## src/rtl/vga_pipe_pkg.sv

```systemverilog
// ---------------------------------------------------------------------------
// vga_pipe_pkg
// Shared constants and types for the VGA pixel pipeline.
//   - register addresses (REG_BG .. REG_CTRL, REG_RSVD)
//   - colour width (6) and coordinate width (10)
//   - default raw-to-visible offsets
//   - regs_t: one full copy of the programmable register set
//   - in_span: inclusive unsigned range test used for the rectangle
// ---------------------------------------------------------------------------
package vga_pipe_pkg;

    localparam int COLOR_W      = 6;
    localparam int COORD_W      = 10;
    localparam int ADDR_W       = 3;

    localparam int DEF_H_OFFSET = 144;
    localparam int DEF_V_OFFSET = 35;

    localparam logic [ADDR_W-1:0] REG_BG   = 3'd0;
    localparam logic [ADDR_W-1:0] REG_RECT = 3'd1;
    localparam logic [ADDR_W-1:0] REG_X0   = 3'd2;
    localparam logic [ADDR_W-1:0] REG_Y0   = 3'd3;
    localparam logic [ADDR_W-1:0] REG_X1   = 3'd4;
    localparam logic [ADDR_W-1:0] REG_Y1   = 3'd5;
    localparam logic [ADDR_W-1:0] REG_CTRL = 3'd6;
    localparam logic [ADDR_W-1:0] REG_RSVD = 3'd7;

    // ctrl[0] = rect enable, ctrl[1] = grid enable
    typedef struct packed {
        logic [COLOR_W-1:0] bg;
        logic [COLOR_W-1:0] rect;
        logic [COORD_W-1:0] x0;
        logic [COORD_W-1:0] y0;
        logic [COORD_W-1:0] x1;
        logic [COORD_W-1:0] y1;
        logic [1:0]         ctrl;
    } regs_t;

    // lo > hi can never be satisfied, so an inverted span never hits.
    function automatic logic in_span(input logic [COORD_W-1:0] v,
                                     input logic [COORD_W-1:0] lo,
                                     input logic [COORD_W-1:0] hi);
        return (v >= lo) && (v <= hi);
    endfunction

endpackage

```

## src/rtl/vga_pixel_pipe_reg_bank.sv

```systemverilog
// ---------------------------------------------------------------------------
// vga_reg_bank
// Shadow/live register bank with frame-synchronous commit.
// Ports:
//   clk, rst          pixel clock, synchronous active-high reset
//   vs_i              raw vertical sync from the timing generator
//   wr_valid/wr_ready host write handshake
//   wr_addr, wr_data  register address and data
//   live              registers currently driving the picture
//   frame_start       one-cycle pulse during the commit cycle
//
// Handshake: a write transfers on the rising edge where wr_valid and
// wr_ready are both 1; wr_ready does not depend on wr_valid. wr_ready is
// low during reset and during the commit cycle, so a host write can never
// land on the same edge as the shadow-to-live copy.
//
// Commit timing: vs_i is registered twice (vs_r, vs_rr). A 1->0 step
// between them registers frame_start, and the live copy is loaded at the
// end of that frame_start cycle. A write accepted in the preceding cycle
// is therefore already in the shadow and is included.
// ---------------------------------------------------------------------------
module vga_reg_bank
    import vga_pipe_pkg::*;
(
    input  logic               clk,
    input  logic               rst,
    input  logic               vs_i,
    input  logic               wr_valid,
    output logic               wr_ready,
    input  logic [ADDR_W-1:0]  wr_addr,
    input  logic [COORD_W-1:0] wr_data,
    output regs_t              live,
    output logic               frame_start
);

    regs_t shadow;
    logic  vs_r;
    logic  vs_rr;

    assign wr_ready = !rst && !frame_start;

    // Edge detect resets high so a vs_i held low out of reset is not
    // mistaken for a falling edge.
    always_ff @(posedge clk) begin
        if (rst) begin
            vs_r        <= 1'b1;
            vs_rr       <= 1'b1;
            frame_start <= 1'b0;
        end else begin
            vs_r        <= vs_i;
            vs_rr       <= vs_r;
            frame_start <= vs_rr && !vs_r;
        end
    end

    always_ff @(posedge clk) begin
        if (rst) begin
            shadow <= '0;
        end else if (wr_valid && wr_ready) begin
            case (wr_addr)
                REG_BG:   shadow.bg   <= wr_data[COLOR_W-1:0];
                REG_RECT: shadow.rect <= wr_data[COLOR_W-1:0];
                REG_X0:   shadow.x0   <= wr_data;
                REG_Y0:   shadow.y0   <= wr_data;
                REG_X1:   shadow.x1   <= wr_data;
                REG_Y1:   shadow.y1   <= wr_data;
                REG_CTRL: shadow.ctrl <= wr_data[1:0];
                default:  ;  // reserved address: accepted, discarded
            endcase
        end
    end

    always_ff @(posedge clk) begin
        if (rst) begin
            live <= '0;
        end else if (frame_start) begin
            live <= shadow;
        end
    end

endmodule

```

## src/rtl/vga_pixel_pipe.sv

```systemverilog
// ---------------------------------------------------------------------------
// vga_pixel_pipe
// Pixel generation stage after the VGA timing generator. Converts raw
// counter positions to visible coordinates and selects background, a
// single filled rectangle, or (optionally) a grid overlay.
// Ports:
//   clk, rst                 pixel clock, synchronous active-high reset
//   hs_i, vs_i               sync inputs (polarity passed through)
//   x_i, y_i, active_i       raw counter position and visible flag
//   wr_valid/wr_ready        host register write handshake
//   wr_addr, wr_data         register address and data
//   hs_o, vs_o, rgb          outputs, 2 clocks after the inputs
//   frame_start              pulse on each register commit
// Parameters: H_OFFSET, V_OFFSET = raw x/y of first visible column/row.
// Build option: define VGA_PIPE_GRID_EN to build the grid overlay
// (CTRL bit1); otherwise bit1 is stored but has no effect.
// ---------------------------------------------------------------------------
module vga_pixel_pipe
    import vga_pipe_pkg::*;
#(
    parameter int H_OFFSET = DEF_H_OFFSET,
    parameter int V_OFFSET = DEF_V_OFFSET
) (
    input  logic               clk,
    input  logic               rst,
    input  logic               hs_i,
    input  logic               vs_i,
    input  logic [COORD_W-1:0] x_i,
    input  logic [COORD_W-1:0] y_i,
    input  logic               active_i,
    input  logic               wr_valid,
    output logic               wr_ready,
    input  logic [ADDR_W-1:0]  wr_addr,
    input  logic [COORD_W-1:0] wr_data,
    output logic               hs_o,
    output logic               vs_o,
    output logic [COLOR_W-1:0] rgb,
    output logic               frame_start
);

    regs_t live;

    vga_reg_bank u_reg_bank (
        .clk         (clk),
        .rst         (rst),
        .vs_i        (vs_i),
        .wr_valid    (wr_valid),
        .wr_ready    (wr_ready),
        .wr_addr     (wr_addr),
        .wr_data     (wr_data),
        .live        (live),
        .frame_start (frame_start)
    );

    // Stage 1: visible coordinates (modulo 2^10) and delayed controls
    logic [COORD_W-1:0] px_q;
    logic [COORD_W-1:0] py_q;
    logic               act_q;
    logic               hs_q;
    logic               vs_q;

    always_ff @(posedge clk) begin
        if (rst) begin
            px_q  <= '0;
            py_q  <= '0;
            act_q <= 1'b0;
            hs_q  <= 1'b0;
            vs_q  <= 1'b0;
        end else begin
            px_q  <= x_i - COORD_W'(H_OFFSET);
            py_q  <= y_i - COORD_W'(V_OFFSET);
            act_q <= active_i;
            hs_q  <= hs_i;
            vs_q  <= vs_i;
        end
    end

    // Colour decision on stage-1 values and live registers
    logic               hit;
    logic [COLOR_W-1:0] pix;

    always_comb begin
        hit = live.ctrl[0]
              && in_span(px_q, live.x0, live.x1)
              && in_span(py_q, live.y0, live.y1);
        pix = hit ? live.rect : live.bg;
`ifdef VGA_PIPE_GRID_EN
        // Grid lines every 32 pixels override both rect and background.
        if (live.ctrl[1] && ((px_q[4:0] == 5'd0) || (py_q[4:0] == 5'd0))) begin
            pix = ~live.rect;
        end
`endif
        if (!act_q) begin
            pix = '0;
        end
    end

`ifndef VGA_PIPE_GRID_EN
    // Grid enable is kept in the register for software visibility only.
    logic unused_ctrl;
    assign unused_ctrl = live.ctrl[1];
`endif

    // Stage 2: registered outputs
    always_ff @(posedge clk) begin
        if (rst) begin
            rgb  <= '0;
            hs_o <= 1'b0;
            vs_o <= 1'b0;
        end else begin
            rgb  <= pix;
            hs_o <= hs_q;
            vs_o <= vs_q;
        end
    end

endmodule

```

## config.mk

```make
export PLATFORM = sky130hd
export DESIGN_NAME = vga_pixel_pipe
export DESIGN_NICKNAME = d
export VERILOG_FILES = /design/src/rtl/vga_pipe_pkg.sv /design/src/rtl/vga_pixel_pipe_reg_bank.sv /design/src/rtl/vga_pixel_pipe.sv
export SDC_FILE = /design/constraint.sdc
export NUM_CORES = 1
export LEC_CHECK = 0
export CAP_MARGIN = 20
export CELL_PAD_IN_SITES_DETAIL_PLACEMENT = 0
export CELL_PAD_IN_SITES_GLOBAL_PLACEMENT = 1
export CORE_MARGIN = 1.5
export CORE_UTILIZATION = 53
export DETAILED_ROUTE_END_ITERATION = 16
export DONT_BUFFER_PORTS = 1
export MAX_ROUTING_LAYER = met4
export PLACE_DENSITY_LB_ADDON = 0.1
export REMOVE_ABC_BUFFERS = 1
export SLEW_MARGIN = 25
export SYNTH_ARGS = -nofsm -noshare
export SYNTH_HDL_FRONTEND = slang
export SYNTH_SLANG_ARGS = --single-unit
```

## constraint.sdc

```tcl
create_clock -name clk -period 3.7 [get_ports clk]
set_input_delay 0.555 -clock clk [delete_from_list [all_inputs] [get_ports clk]]
set_output_delay 0.555 -clock clk [all_outputs]
set_load 0.05 [all_outputs]
```

==> flow_summary.json <==
{
  "die_h_um": 109.4,
  "grt.total_usage_pct": 23.19,
  "grt_pass1_vias": 4066,
  "syn2layout_area_growth_pct": 11.74,
  "postCtsSetupBuffers": 0,
  "viasPerCell": 5.332,
  "hpwlAfterDp_um": 8576,
  "diodes": 0,
  "drive_above_1_share_pct": 7.716,
  "syn_area_per_cell_sq_um": 9.376,
  "cp.required_ns": 3.14,
  "io_buffers": 0,
  "hold_buffers": 0,
  "layout_min_cycle_time_ns": 2.397,
  "clk_path_buf_depth": 2,
  "hold_ws_ns": 0.1992,
  "ir_drop_mv": 0.4500,
  "p_seq_share_pct": 44.0,
  "route.detailed.wl_per_inst_um": 15.78,
  "combPwrFrac_pct": 5.9,
  "final_cell_mix": "dfxtp_1, nor2_1, mux2i_1",
  "outcome": "finished, final reports clean",
  "clk_pin_slew_worst_paths_ns": 0.06,
  "cts-root-buf": "clkbuf_16",
  "coreArea_sq_um": 10940,
  "drc": 0,
  "dr.pass1.iters": 5,
  "die_x_um": 109.4,
  "wirelength_um": 12430,
  "cp-start-kind": "register",
  "start_util_pct": 54.87,
  "hp-class": "in -> reg",
  "worst_pin_slew_ns": 0.7293,
  "cp_max_fo": 30,
  "finalHoldViolations": 0,
  "slew_violations": 0,
  "synth.cell_area_sq_um": 6001,
  "tritoncts": "built",
  "grt_overflow": 0,
  "cts_made_buffers": 17,
  "max_freq_ghz": 0.4171,
  "finalNonFillerCells": 788,
  "setup_violations": 0,
  "slew_headroom_pct": 51.28,
  "ys.warnings.count": 0,
  "die_area_sq_um": 11970,
  "switching_share_pct": 21.64,
  "synthTopCellsByArea": "dfxtp_1, mux2i_1, ha_1",
  "grt_pass1_wl_um": 20030,
  "syn_inst": 640,
  "placementRows": 38,
  "crit_path_end_kind": "output pin",
  "grt_max_degree": 136,
  "drtIter0Drc": 200,
  "finish.utilization_pct": 61.32,
  "critical_path_class": "reg -> out",
  "ant_nets": 0,
  "seq_area_frac_synth_pct": 46.71,
  "drv_cap": 0,
  "layout.cells.most_common": "dfxtp_1",
  "via_count": 4202,
  "grt_antenna_before_repair": 0,
  "p_switching_mw": 0.7638,
  "dp_cells": 756,
  "p_int_mw": 2.766,
  "pwr-share-clk_pct": 50.0,
  "p_per_area_nw_per_um2": 526.5,
  "synthDistinctLibCells": 43,
  "final.period_utilization_pct": 64.79,
  "leakagePower_nw": 2.595,
  "ys_ff_latch": 140,
  "rsz0062_at_grt": "no",
  "yosysTopAreaCellShare_pct": 46.71,
  "pin_count": 49,
  "nets": 716,
  "synth_top_area_cell": "dfxtp_1",
  "ctsResizeCount": 0,
  "fin_skew_ns": 0.004862,
  "clock_latency_ns": 0.42,
  "htree_num_levels": 4,
  "gp_congestion": 0.7913,
  "cp.arrival_ns": 1.84,
  "clock_sinks": 140
}
-- state kept, by name, summed over array words and instances, names as in the netlist, 6 cells and up --
| register | count |
|---|---|
| u_reg_bank.live | 53 |
| u_reg_bank.shadow | 53 |
| px_q | 10 |
| py_q | 10 |
| rgb | 6 |
-- path summary, 6_finish.rpt --
kind         slack (ns)                         startpoint  cells past startpoint                            endpoint
min                0.20                             y_i[0]                      1                  py_q[0]$_SDFF_PP0_
max reg2reg        1.38  u_reg_bank.frame_start$_SDFF_PP0_                      7  u_reg_bank.shadow[39]$_SDFFE_PP0P_
max                1.30  u_reg_bank.frame_start$_SDFF_PP0_                      2                         frame_start
min reg2reg        0.40        u_reg_bank.vs_rr$_SDFF_PP1_                      2   u_reg_bank.frame_start$_SDFF_PP0_
-- Yosys cell counts --
master,number
or2_2,2
nand4_1,11
a31oi_1,1
o21ai_0,5
ha_1,42
o31a_1,1
nor4_1,2
or3_1,2
nand2b_1,4
xor2_1,1
a221o_2,2
o22ai_2,1
a211oi_1,3
nor2_1,86
and4_1,2
and2_1,1
mux2i_1,73
a21boi_1,6
a211oi_2,1
o31ai_1,8
inv_1,44
o21ai_1,4
a221oi_2,2
nor3_1,3
nor3b_1,1
a2111oi_4,2
o211ai_1,1
or4_1,1
nor2b_1,16
a21oi_2,1
nor2_2,2
dfxtp_1,140
xnor2_1,6
nand2_2,2
nand2_1,53
a21oi_1,44
and3_1,2
nand3_1,26
clkbuf_1,16
o22a_2,1
buf_2,10
buf_1,1
a21o_1,8
-- worst max-delay path, cell delays in order (launching register included) --
cell and delay (ns):
dfxtp_4 0.34, buf_4 0.47, buf_4 0.59
-- cell families (layout without fill, tap and decap cells) --
kind of cell / count (synthesis) / in the layout / share of synthesized area [%]
buffers and inverters: 71 / 79 / 4.650
flip-flops: 140 / 140 / 46.71
AND/OR/NAND/NOR: 216 / 216 / 16.24
AO/OA/AOI/OAI: 91 / 91 / 10.45
multiplexers: 73 / 73 / 12.18
XOR/XNOR: 7 / 7 / 1.022
adder cells (fa/ha/maj): 42 / 42 / 8.757
-- metrics by stage --
step,TNS (ns),power (mW),worst slack (ns),instance area (sq um)
2_1_floorplan,-5.421,1.754,-0.1939,5887
3_3_place_gp,0,1.790,1.299,6088
3_5_place_dp,0,1.798,1.238,6088
4_1_cts,0,3.565,1.271,6705
5_1_grt,0,3.662,1.211,6705
6_report,0,3.530,1.303,6705
-- final cells by class --
type | instances | area [sq um]
Tap cell | 140 | 175.2
Sequential cell | 140 | 2806
Timing Repair Buffer | 3 | 22.52
Multi-Input combinational cell | 429 | 2919
Inverter | 44 | 165.2
Fill cell | 949 | 4230
Clock inverter | 12 | 170.2
Clock buffer | 20 | 446.7
-- power by group through the flow --
stage | combinational [mW] | clock (mW) | sequential (mW)
6_report | 0.210 | 1.77 | 1.55
5_1_grt | 0.238 | 1.87 | 1.56
4_1_cts | 0.213 | 1.80 | 1.55
3_5_place_dp | 0.211 | 0 | 1.59
3_3_place_gp | 0.204 | 0 | 1.59
2_1_floorplan | 0.163 | 0 | 1.59
-- per-layer routing --
metal,global-route usage (%),vias to the layer above,wire (um)
met1,28.34,1929,5727
met5,-,-,0
met4,7.699,0,126
met2,36.34,90,5909
li1,-,2170,-
met3,7.291,13,668
No activity file was read; power rests on OpenSTA's default activity.
